===== config.mk =====
export PLATFORM = sky130hd
export DESIGN_NAME = axi_err_slave
export DESIGN_NICKNAME = d
export VERILOG_FILES = /design/src/rtl/axi_pkg.sv /design/src/rtl/axi_err_slave.sv
export SDC_FILE = /design/constraint.sdc
export NUM_CORES = 1
export LEC_CHECK = 0
export ABC_AREA = 1
export BUFFER_PORTS_ARGS = -buffer_cell sky130_fd_sc_hd__clkbuf_2
export CAP_MARGIN = 30
export CORE_MARGIN = 4
export CORE_UTILIZATION = 52
export CTS_CLUSTER_SIZE = 40
export DETAILED_ROUTE_END_ITERATION = 16
export PLACE_DENSITY = 0.9
export SKIP_CTS_REPAIR_TIMING = 1
export SLEW_MARGIN = 0
export SYNTH_ARGS = -nofsm -noshare
export SYNTH_HDL_FRONTEND = slang
export SYNTH_SLANG_ARGS = --single-unit

===== constraint.sdc =====
create_clock -name clk_i -period 1.4 [get_ports clk_i]
set_input_delay 0.28 -clock clk_i [delete_from_list [all_inputs] [get_ports clk_i]]
set_output_delay 0.28 -clock clk_i [all_outputs]
set_load 0.02 [all_outputs]

===== src/rtl/axi_pkg.sv =====
// Shared AXI definitions: response codes, burst-length width and the
// state encodings of the default-slave write/read FSMs.
package axi_pkg;

    localparam int unsigned LenWidth = 8;

    typedef logic [LenWidth-1:0] len_t;

    typedef enum logic [1:0] {
        OKAY   = 2'b00,
        EXOKAY = 2'b01,
        SLVERR = 2'b10,
        DECERR = 2'b11
    } resp_e;

    typedef enum logic [1:0] {
        W_IDLE = 2'd0,
        W_DATA = 2'd1,
        W_RESP = 2'd2
    } w_state_e;

    typedef enum logic {
        R_IDLE = 1'b0,
        R_DATA = 1'b1
    } r_state_e;

endpackage


===== src/rtl/axi_err_slave.sv =====
// Interconnect default slave: swallows every decode-error burst and answers
// DECERR, with independent one-outstanding write and read FSMs.
module axi_err_slave
    import axi_pkg::*;
#(
    parameter int unsigned          IdWidth     = 4,
    parameter int unsigned          DataWidth   = 32,
    parameter logic [DataWidth-1:0] ReadPattern = 32'hDEAD_BEEF
) (
    input  logic                 clk_i,
    input  logic                 rst_ni,

    input  logic [IdWidth-1:0]   awid_i,
    input  logic [7:0]           awlen_i,
    input  logic                 awvalid_i,
    output logic                 awready_o,

    input  logic                 wlast_i,
    input  logic                 wvalid_i,
    output logic                 wready_o,

    output logic [IdWidth-1:0]   bid_o,
    output logic [1:0]           bresp_o,
    output logic                 bvalid_o,
    input  logic                 bready_i,

    input  logic [IdWidth-1:0]   arid_i,
    input  logic [7:0]           arlen_i,
    input  logic                 arvalid_i,
    output logic                 arready_o,

    output logic [IdWidth-1:0]   rid_o,
    output logic [DataWidth-1:0] rdata_o,
    output logic [1:0]           rresp_o,
    output logic                 rlast_o,
    output logic                 rvalid_o,
    input  logic                 rready_i
);

    w_state_e           w_state_q, w_state_d;
    logic [IdWidth-1:0] awid_q, awid_d;
    len_t               awlen_q, awlen_d;
    len_t               wcnt_q, wcnt_d;

    r_state_e           r_state_q, r_state_d;
    logic [IdWidth-1:0] arid_q, arid_d;
    len_t               arlen_q, arlen_d;
    len_t               rcnt_q, rcnt_d;

    // Burst termination is by beat count only, so WLAST carries no information.
    logic unused_wlast;
    assign unused_wlast = wlast_i;

    // ---------------- state registers ----------------
    always_ff @(posedge clk_i or negedge rst_ni) begin
        if (!rst_ni) begin
            w_state_q <= W_IDLE;
            awid_q    <= '0;
            awlen_q   <= '0;
            wcnt_q    <= '0;
            r_state_q <= R_IDLE;
            arid_q    <= '0;
            arlen_q   <= '0;
            rcnt_q    <= '0;
        end else begin
            w_state_q <= w_state_d;
            awid_q    <= awid_d;
            awlen_q   <= awlen_d;
            wcnt_q    <= wcnt_d;
            r_state_q <= r_state_d;
            arid_q    <= arid_d;
            arlen_q   <= arlen_d;
            rcnt_q    <= rcnt_d;
        end
    end

    // ---------------- write next-state ----------------
    always_comb begin
        w_state_d = w_state_q;
        awid_d    = awid_q;
        awlen_d   = awlen_q;
        wcnt_d    = wcnt_q;
        unique case (w_state_q)
            W_IDLE: begin
                if (awvalid_i) begin
                    awid_d    = awid_i;
                    awlen_d   = awlen_i;
                    wcnt_d    = '0;
                    w_state_d = W_DATA;
                end
            end
            W_DATA: begin
                // Compare before incrementing so a 256-beat burst never wraps.
                if (wvalid_i) begin
                    if (wcnt_q == awlen_q) begin
                        w_state_d = W_RESP;
                    end else begin
                        wcnt_d = wcnt_q + 8'd1;
                    end
                end
            end
            W_RESP: begin
                if (bready_i) begin
                    w_state_d = W_IDLE;
                end
            end
            default: w_state_d = W_IDLE;
        endcase
    end

    // ---------------- write outputs ----------------
    always_comb begin
        awready_o = (w_state_q == W_IDLE);
        wready_o  = (w_state_q == W_DATA);
        bvalid_o  = (w_state_q == W_RESP);
        bid_o     = awid_q;
        bresp_o   = DECERR;
    end

    // ---------------- read next-state ----------------
    always_comb begin
        r_state_d = r_state_q;
        arid_d    = arid_q;
        arlen_d   = arlen_q;
        rcnt_d    = rcnt_q;
        unique case (r_state_q)
            R_IDLE: begin
                if (arvalid_i) begin
                    arid_d    = arid_i;
                    arlen_d   = arlen_i;
                    rcnt_d    = '0;
                    r_state_d = R_DATA;
                end
            end
            R_DATA: begin
                if (rready_i) begin
                    if (rcnt_q == arlen_q) begin
                        r_state_d = R_IDLE;
                    end else begin
                        rcnt_d = rcnt_q + 8'd1;
                    end
                end
            end
            default: r_state_d = R_IDLE;
        endcase
    end

    // ---------------- read outputs ----------------
    always_comb begin
        arready_o = (r_state_q == R_IDLE);
        rvalid_o  = (r_state_q == R_DATA);
        rlast_o   = (r_state_q == R_DATA) && (rcnt_q == arlen_q);
        rid_o     = arid_q;
        rdata_o   = ReadPattern;
        rresp_o   = DECERR;
    end

endmodule


# After elaboration in Yosys (flattened, before gate mapping)
# Cells that the tools add are included.
[word_totals] ff_bits=43 input_bits=32 word_cells=48
[classes] n_addsub=2 eq_ne=12 n_mux=17 n_bitwise=1 reduce_logical=8
[ops] cell="$mux W8" n=6
[ops] cell="$pmux W8 S2" n=2
[ops] cell="$add A8 B1 Y8 const B" n=2
[ops] cell="$eq A8 B8 Y1" n=2
[ops] cell="$ne A2 B2 Y1 const B" n=6
[ops] cell="$mux W2" n=4
[ops] cell="$reduce_and A4 Y1" n=2
[ops] cell="$pmux W2 S3" n=1
[ops] cell="$ne A2 B1 Y1 const B" n=2
[ops] cell="$reduce_and A2 Y1" n=2
[ops] cell="$mux W1" n=3
[ops] cell="$reduce_and A3 Y1" n=1
[ops] cell="$eq A2 B1 Y1 const B" n=1
[ops] cell="$eq A2 B2 Y1 const B" n=1
[ops] cell="$logic_not A2 Y1" n=1
[ops] cell="$pmux W1 S2" n=1
[ops] cell="$reduce_bool A2 Y1" n=1
[ops] cell="$logic_and A1 B1 Y1" n=1
[ops] cell="$not A1 Y1" n=1

# Logic depth before layout (Yosys ltp)
# Gate-level depths: netlist of run 1.
[logic_depth] depth_word=4 ltp_mapped=10

# Worst setup path before layout of run 1
# Ideal clock, no wire load.
[synth_timing] kind="reg-to-output" from="register rcnt_q[4]" to="output rlast_o" t_arrival_ns=1.128 setup_slack_ns=-0.008 stages_incl_launch_ff=6 n_path_buf=1 path_cell_list="dfrtp_1 > buf_2 > xor2_1 > nor2_1 > nand3_1 > nor2_1"
[synth_between] elab_chain_len=2
[synth_rtl] element="from (decl)" line_no="axi_err_slave.sv:48" text="len_t rcnt_q, rcnt_d;"
[synth_rtl] element="from (signal assigned)" line_no="axi_err_slave.sv:73" text="rcnt_q <= rcnt_d;"
[synth_rtl] element="$eq A8 B8 Y1" line_no="axi_err_slave.sv:152" text="rlast_o = (r_state_q == R_DATA) && (rcnt_q == arlen_q);"
[synth_rtl] element="$logic_and A1 B1 Y1" line_no="axi_err_slave.sv:152"
[synth_rtl] element="to (decl)" line_no="axi_err_slave.sv:35" text="output logic rlast_o,"
# No other way between the ends.

# Worst setup path after layout of run 1
[layout_timing] from="register rcnt_q[5]" to="output rlast_o"
# The elaborated chain is that of the path after synthesis.

==> results of run 1 <==
[worst max-delay path by stage]
stage | endpoint | slack (ns) | cells after the start
after detailed placement | wcnt_q[0] | -0.1 | 9
after global placement | wcnt_q[0] | 0.02 | 9
final | rlast_o | -0.31 | 6
after global routing | rlast_o | -0.40 | 6
after CTS | rlast_o | -0.34 | 7
after floorplan | rcnt_q[5] | 0.003 | 8
[final cells by class]
| cell class | count | share of cell area [%] |
|---|---|---|
| sequential | 43 | 31.5 |
| clock inverter | 3 | 1.38 |
| clock buffer | 5 | 2.00 |
| timing repair buffer | 78 | 15.9 |
| tap | 67 | 2.43 |
| multi-input combinational | 259 | 42.5 |
| inverter | 37 | 4.32 |
[layer usage]
metal  routed length (um)  part of all wire [%]  global-route usage (%)  vias to the layer above
met5                    0                     0                       0                        -
met4                  252                   3.7                    9.11                        0
met3                  392                   5.8                    3.84                       28
met2                 3760                    55                    34.9                      105
met1                 2400                    35                    21.3                     1150
li1                     -                     -                       -                     1170
[flip-flops by register name (all words and copies together), names as in the netlist]
name / flops
arlen_q: 8
awlen_q: 8
rcnt_q: 8
wcnt_q: 8
bid_o: 4
rid_o: 4
w_state_q: 2
rvalid_o: 1
[power breakdown]
group / total, mW / switching, mW / internal (mW)
clock network: 1.01 / 0.471 / 0.541
registers: 1.69 / 0.223 / 1.47
logic: 1.64 / 0.953 / 0.684
[cells in the final DEF, fill, tap and decap left out, types with 2 or more instances in the layout]
| master | netlist | final |
|---|---|---|
| nand2_4 | 1 | 5 |
| inv_4 | 0 | 2 |
| inv_1 | 33 | 29 |
| nand3_1 | 25 | 21 |
| a21oi_1 | 14 | 14 |
| clkbuf_8 | 0 | 5 |
| clkbuf_2 | 0 | 40 |
| inv_2 | 4 | 5 |
| buf_4 | 37 | 27 |
| buf_12 | 0 | 2 |
| mux2_2 | 13 | 13 |
| nor2_4 | 3 | 6 |
| nand4_1 | 5 | 5 |
| nor2_1 | 37 | 29 |
| nor3b_1 | 3 | 3 |
| inv_6 | 0 | 2 |
| dfrtp_2 | 0 | 6 |
| nor2_2 | 2 | 7 |
| nand3_2 | 1 | 5 |
| a21oi_2 | 2 | 2 |
| conb_1 | 2 | 36 |
| nand2_1 | 94 | 79 |
| dfrtp_1 | 43 | 37 |
| xnor2_1 | 3 | 3 |
| nand3_4 | 1 | 2 |
| nand2_2 | 5 | 15 |
| buf_6 | 0 | 7 |
[worst max-delay path: cells and delay by family (launching register included)]
family / cells / cell delay [ns]
compound gates: 2 / 0.22
buf+inv: 1 / 0.12
flops: 1 / 0.43
simple gates: 3 / 0.36
[logic make-up after synthesis]
kind of cell / share of synthesized area [%]
fa+ha+maj: 0.935
xor+xnor: 2.25
mux: 5.47
buf+inv: 16.3
flops: 40.2
other cells: 0.281
compound gates: 4.40
simple gates: 30.1
==> qor.yml, run 1 <==
yosys:
  yosys-top-cells-count: "nand2_1, dfrtp_1, buf_4, nor2_1, inv_1"
  synth_flop_cell: "dfrtp_1"
  synth-edff-count: 0
  yosysTopAreaCell: "dfrtp_1"
  ys_ff_latch: 43
  synth.cell_area_um2: 2680
  yosysSeqAreaShare_pct: 40.2
  synth.distinct_cells: 31
  syn_inst: 345
  syn_area_per_cell_um2: 7.75
  synth.area.top_cells: "dfrtp_1, nand2_1, buf_4"
  synthArstFlopShare_pct: 100
  synth_warnings: 0
  synth_most_common_cell: "nand2_1"
  yosys.area.top_type_share_pct: 40.2
routing:
  vias_per_cell: 4.99
  drt_iter0_drc: 139
  wirelength_um: 6810
  firstDrtPassIters: 4
  drcViolationCount: 0
  antenna_left: 0
  via_count: 2453
  drt-wirelength-per-cell_um: 13.8
global_routing:
  grt_overflow: 0
  grt_pass1_vias: 2325
  grt_max_degree: 44
  grt_pass1_wl_um: 9680
  grt_usage_pct: 19.2
  antenna_found_initial: 0
worst_hold_path:
  holdPathEnd: "w_state_q[1]"
  hold_depth: 2
  hold_path.startpoint: "bready_i"
  worstHoldPathType: "in -> reg"
cells_and_area:
  diodes: 0
  final_core_util_pct: 71.0
  drive_above_1_share_pct: 38.1
  seqCellArea_um2: 1080
  syn_to_final_growth_pct: 28.7
  fillers: 363
  fin_area_um2: 3440
  multi_input_area_um2: 1460
  nNetsFinal: 458
  fin_cells: 492
floorplan:
  io_pins: 82
  die_w_um: 79.7
  core_um2: 4850
  num_rows: 25
  start_util_pct: 55.2
  die_h_um: 79.7
  dieArea_um2: 6360
critical_path:
  crit_start: "rcnt_q[5]"
  crit_type: "reg -> out"
  r2r_setup_slack_ns: -0.10
  r2r_start: "wcnt_q[3]"
  path_cells: "nand2_1 -> o21ai_1 -> a21oi_1 -> nand3_1 -> nor2_2 -> buf_6"
  crit_slowest_cell: "dfrtp_1"
  critPathArrivalTime_ns: 1.43
  reg2regPathDepth: 7
  crit_path_start_kind: "register"
  cp.required_ns: 1.12
  worstSetupEndpointType: "output port"
  r2r_end: "wcnt_q[0]"
  worstPathMaxFanout: 3
  max_stage_delay_ns: 0.43
sta:
  fmax_mhz: 585
  hold_ws_ns: 0.188
  fin_crit_sh_pct: 122
  rsz0062_at_grt: "true"
  worst_slack_ns: -0.308
  maxSlewViolCount: 0
  totalNegativeSetupSlack_ns: -1.01
  fin_crit_ns: 1.71
  setup_viol: 10
  hold_viol: 0
  clock-skew-final_ns: 0.00714
clock_network:
  tritoncts: "done"
  clock_latency_ns: 0.31
  cts_buffer_depth: 2
  cts.clk_slew.worst_paths_ns: 0.09
  cts.sinks: 43
  htreeDepth: 2
  numCtsBuffers: 5
  clockRootBuffer: "clkbuf_8"
power:
  power_mw: 4.34
  ir_drop_uv: 763
  power_density_nw_per_um2: 1260
  p_leak_nw: 1.86
placement:
  placed_area_um2: 2970
  routabilityCongestion: 0.921
  port_buffers: 44
  place_hpwl_um: 4410
  placedCellCount: 468
  dp_slack_ns: -0.0970
run:
  maxCapViolCount: 0
run_status:
  outcome: "complete, but fails checks"
  violations: "negative setup slack"
Note: power is estimated with default switching activity, not from simulation.
==> run 2, diff against run 1 <==
Settings changed: CORE_MARGIN 4 to default, PLACE_DENSITY 0.9 to 0.92.
==> qor.yml, run 2 (synthesis gave the netlist of run 1 again) <==
sta:
  totalNegativeSetupSlack_ns: -1.08  # was -1.01 ns
  fin_crit_sh_pct: 125  # was 122%
  clock-skew-final_ns: 0.00606  # was 0.00714 ns
  worst_slack_ns: -0.346  # was -0.308 ns
  rsz0062_at_grt: "true"  # unchanged
  setup_viol: 19  # was 10
  hold_ws_ns: 0.176  # was 0.188 ns
  fmax_mhz: 573  # was 585 MHz
  hold_viol: 0  # unchanged
  maxSlewViolCount: 0  # unchanged
  fin_crit_ns: 1.75  # was 1.71 ns
critical_path:
  r2r_start: "rcnt_q[7]"  # was wcnt_q[3]
  cp.required_ns: 1.12  # about the same
  r2r_setup_slack_ns: -0.07  # was -0.10 ns
  r2r_end: "rcnt_q[0]"  # was wcnt_q[0]
  crit_type: "reg -> out"  # unchanged
  crit_path_start_kind: "register"  # unchanged
  worstSetupEndpointType: "output port"  # unchanged
  critPathArrivalTime_ns: 1.47  # was 1.43 ns
  reg2regPathDepth: 9  # was 7
  worstPathMaxFanout: 3  # unchanged
floorplan:
  die_h_um: 73.7  # was 79.7 um
  core_um2: 4850  # unchanged
  num_rows: 25  # unchanged
  dieArea_um2: 5440  # was 6360 um2
  io_pins: 82  # unchanged
  start_util_pct: 55.2  # unchanged
  die_w_um: 73.7  # was 79.7 um
routing:
  drt-wirelength-per-cell_um: 13.4  # was 13.8 um
  vias_per_cell: 5.07  # was 4.99
  via_count: 2515  # was 2453
  wirelength_um: 6660  # was 6810 um
  drt_iter0_drc: 159  # was 139
  antenna_left: 0  # unchanged
  drcViolationCount: 0  # unchanged
  firstDrtPassIters: 6  # was 4
clock_network:
  cts_buffer_depth: 2  # unchanged
  clockRootBuffer: "clkbuf_8"  # unchanged
  htreeDepth: 2  # unchanged
  clock_latency_ns: 0.31  # about the same
  tritoncts: "done"  # unchanged
  numCtsBuffers: 5  # unchanged
  cts.clk_slew.worst_paths_ns: 0.09  # about the same
  cts.sinks: 43  # unchanged
global_routing:
  antenna_found_initial: 0  # unchanged
  grt_overflow: 0  # unchanged
  grt_pass1_vias: 2193  # was 2325
  grt_max_degree: 44  # unchanged
  grt_pass1_wl_um: 9120  # was 9680 um
  grt_usage_pct: 21.8  # was 19.2%
cells_and_area:
  mostFrequentLayoutCells: "nand2_1, clkbuf_2, dfrtp_1"  # unchanged
  drive_above_1_share_pct: 37.3  # was 38.1%
  multi_input_area_um2: 1440  # was 1460 um2
  fillers: 359  # was 363
  fin_cells: 496  # was 492
  fin_area_um2: 3420  # was 3440 um2
  nNetsFinal: 462  # was 458
  seqCellArea_um2: 1080  # unchanged
  final_common_cell: "nand2_1"  # unchanged
  final_core_util_pct: 70.6  # was 71.0%
  syn_to_final_growth_pct: 28.0  # was 28.7%
  diodes: 0  # unchanged
power:
  ir_drop_uv: 965  # was 763 uV
  power_density_nw_per_um2: 1280  # was 1260 nW/um2
  p_leak_nw: 1.87  # was 1.86 nW
  power_mw: 4.38  # was 4.34 mW
worst_hold_path:
  hold_depth: 2  # unchanged
  worstHoldPathType: "in -> reg"  # unchanged
  hold_path.startpoint: "bready_i"  # unchanged
  holdPathEnd: "w_state_q[1]"  # unchanged
placement:
  placed_area_um2: 2970  # about the same
  port_buffers: 44  # unchanged
  placedCellCount: 469  # was 468
  place_hpwl_um: 4240  # was 4410 um
  routabilityCongestion: 0.892  # was 0.921
  dp_slack_ns: -0.0480  # was -0.0970 ns
run_status:
  outcome: "complete, but fails checks"  # unchanged
  violations: "negative setup slack"  # unchanged
run:
  maxCapViolCount: 0  # unchanged
-- run 2: cell types whose count changed in the layout (fill, tap and decap cells not counted), sizes merged --
| cell | previous run | this run |
|---|---|---|
| buf | 37 | 42 |
| clkbuf | 45 | 44 |
-- run 2: cell type report --
cell class,instances,area share [%]
multi-input cells,259,42.0
flip-flops and latches,43,31.7
repair buffers,82,16.2
inverters,37,4.28
well taps,67,2.45
clock buffers,5,2.01
clock inverters,3,1.39
-- run 2: worst max path at each step --
| stage | start | end |
|---|---|---|
| 2_1_floorplan | rvalid_o | rcnt_q[5] |
| 3_3_place_gp | wcnt_q[7] | wcnt_q[0] |
| 3_5_place_dp | wcnt_q[7] | wcnt_q[1] |
| 4_1_cts | rcnt_q[7] | rlast_o |
| 5_1_grt | rcnt_q[5] | rlast_o |
| 6_report | rcnt_q[5] | rlast_o |
-- run 2: metal layers --
metal / up-vias / global-route usage (%) / share of wire [%]
met5: - / 0 / 0
met4: 0 / 7.26 / 3.7
met3: 25 / 6.45 / 4.9
met2: 108 / 40.6 / 56
met1: 1199 / 23.4 / 36
li1: 1183 / - / -
-- run 2: critical path: stages, from the launching register on --
cell and delay [ns]:
dfrtp_1 0.43, buf_4 0.16, o21ai_2 0.21, nor2_1 0.09, nand3_1 0.10, nor2_2 0.05
buf_6 0.12
-- run 2: power breakdown --
part | internal, mW | total, mW | switching (mW) | leakage (nW)
sequential | 1.47 | 1.70 | 0.230 | 0.514
combinational | 0.692 | 1.65 | 0.953 | 1.29
clock | 0.541 | 1.03 | 0.487 | 0.0587
total | 2.70 | 4.38 | 1.67 | 1.87
==> run 3, diff against run 2 <==
Settings changed: CELL_PAD_IN_SITES_DETAIL_PLACEMENT from default to 0, CELL_PAD_IN_SITES_GLOBAL_PLACEMENT from default to 1, CORE_UTILIZATION 52 to 37, PLACE_DENSITY 0.92 to 0.91.
==> qor.yml, run 3 (synthesis gave the netlist of run 1 again) <==
run_status:
  outcome: "complete, but fails checks"  # unchanged
  violations: "negative setup slack"  # unchanged
floorplan:
  die_h_um: 87.0  # was 73.7 um
  io_pins: 82  # unchanged
  dieArea_um2: 7570  # was 5440 um2
  num_rows: 30  # was 25
  start_util_pct: 38.7  # was 55.2%
  core_um2: 6910  # was 4850 um2
  die_w_um: 87.0  # was 73.7 um
critical_path:
  path_cells: "xor2_2 -> nor2_1 -> nand3_1 -> nor2_2 -> buf_6"  # was buf_4 -> o21ai_2 -> nor2_1 -> nand3_1 -> nor2_2 -> buf_6
  cp.required_ns: 1.12  # about the same
  critPathTopFamily: "flip-flops"  # unchanged
  max_stage_delay_ns: 0.42  # was 0.43 ns
  worstSetupEndpointType: "output port"  # unchanged
  path_buf_inv: 1  # was 2
  crit_path_start_kind: "register"  # unchanged
  crit_type: "reg -> out"  # unchanged
  worstPathMaxFanout: 2  # was 3
  crit_slowest_cell: "dfrtp_1"  # unchanged
  critPathArrivalTime_ns: 1.36  # was 1.47 ns
cells_and_area:
  final_common_cell: "nand2_1"  # unchanged
  syn_to_final_growth_pct: 28.7  # was 28.0%
  fin_cells: 529  # was 496
  mostFrequentLayoutCells: "nand2_1, clkbuf_2, dfrtp_1"  # unchanged
  drive_above_1_share_pct: 35.6  # was 37.3%
  final_core_util_pct: 49.9  # was 70.6%
  nNetsFinal: 466  # was 462
  diodes: 0  # unchanged
clock_network:
  tritoncts: "done"  # unchanged
  numCtsBuffers: 5  # unchanged
  cts.sinks: 43  # unchanged
  htreeDepth: 2  # unchanged
  cts_buffer_depth: 2  # unchanged
  cts.clk_slew.worst_paths_ns: 0.09  # about the same
  clock_latency_ns: 0.30  # was 0.31 ns
  clockRootBuffer: "clkbuf_8"  # unchanged
sta:
  fin_crit_sh_pct: 117  # was 125%
  setup_viol: 1  # was 19
  hold_ws_ns: 0.171  # was 0.176 ns
  worst_slack_ns: -0.237  # was -0.346 ns
  maxSlewViolCount: 0  # unchanged
  fmax_mhz: 611  # was 573 MHz
  fin_crit_ns: 1.64  # was 1.75 ns
  totalNegativeSetupSlack_ns: -0.237  # was -1.08 ns
  hold_viol: 0  # unchanged
  clock-skew-final_ns: 0.00719  # was 0.00606 ns
  rsz0062_at_grt: "true"  # unchanged
routing:
  vias_per_cell: 4.52  # was 5.07
  drt-wirelength-per-cell_um: 11.2  # was 13.4 um
  wirelength_um: 5910  # was 6660 um
  drcViolationCount: 0  # unchanged
  antenna_left: 0  # unchanged
  drt_iter0_drc: 102  # was 159
  firstDrtPassIters: 4  # was 6
  via_count: 2392  # was 2515
global_routing:
  grt_pass1_vias: 2109  # was 2193
  grt_pass1_wl_um: 9240  # was 9120 um
  grt_max_degree: 44  # unchanged
  grt_overflow: 0  # unchanged
  grt_usage_pct: 15.5  # was 21.8%
  antenna_found_initial: 0  # unchanged
power:
  power_mw: 4.30  # was 4.38 mW
  ir_drop_uv: 532  # was 965 uV
  p_leak_nw: 1.87  # about the same
  power_density_nw_per_um2: 1250  # was 1280 nW/um2
placement:
  placedCellCount: 505  # was 469
  port_buffers: 44  # unchanged
  routabilityCongestion: 0.791  # was 0.892
  place_hpwl_um: 4150  # was 4240 um
worst_hold_path:
  worstHoldPathType: "in -> reg"  # unchanged
run:
  maxCapViolCount: 0  # unchanged
-- run 3: cell types whose count changed in the layout (fill, tap and decap cells not counted), sizes merged --
cell and change:
buf +2, clkbuf +2, clkinv +1, inv -1
-- run 3: stage by stage --
step	cell area, um2	setup WS, ns
after detailed placement	3060	-0.0331
after global routing	3440	-0.329
after global placement	3060	-0.00250
final	3440	-0.237
after CTS	3180	-0.295
after floorplan	2810	0.00283
-- run 3: final timing paths --
path                       cells after the start  slack, ns           end        from
max                                            5      -0.24       rlast_o  arlen_q[4]
max in group asynchronous                      3       0.67     rcnt_q[0]      rst_ni
min in group asynchronous                      3       0.49      rvalid_o      rst_ni
min                                            2       0.17  w_state_q[1]    bready_i
max reg2reg                                    7       0.02     rcnt_q[0]  arlen_q[4]
min reg2reg                                    1       0.51      bid_o[3]    bid_o[3]
-- run 3: per-layer routing --
layer  up-vias  share of wire (%)  global-route usage [%]  routed length, um
li1       1186                  -                       -                  -
met1      1128                 41                    18.4               2400
met2        69                 53                    28.6               3140
met3         9                4.7                    3.03                278
met4         0                1.5                    3.18                 86
met5         -                  0                       0                  0
-- run 3: cell type report --
type	instances	area, um2
Tap cell	96	120
Fill cell	697	3460
Inverter	37	144
Timing Repair Buffer	86	573
Clock buffer	5	68.8
Sequential cell	43	1080
Multi-Input combinational cell	259	1410
Clock inverter	3	43.8
-- run 3: report_power, final --
part | switching [mW] | total, mW | leakage, nW | internal [mW]
registers | 0.196 | 1.66 | 0.517 | 1.46
clock network | 0.452 | 0.983 | 0.0581 | 0.531
logic | 0.901 | 1.65 | 1.30 | 0.752
total | 1.55 | 4.30 | 1.87 | 2.75
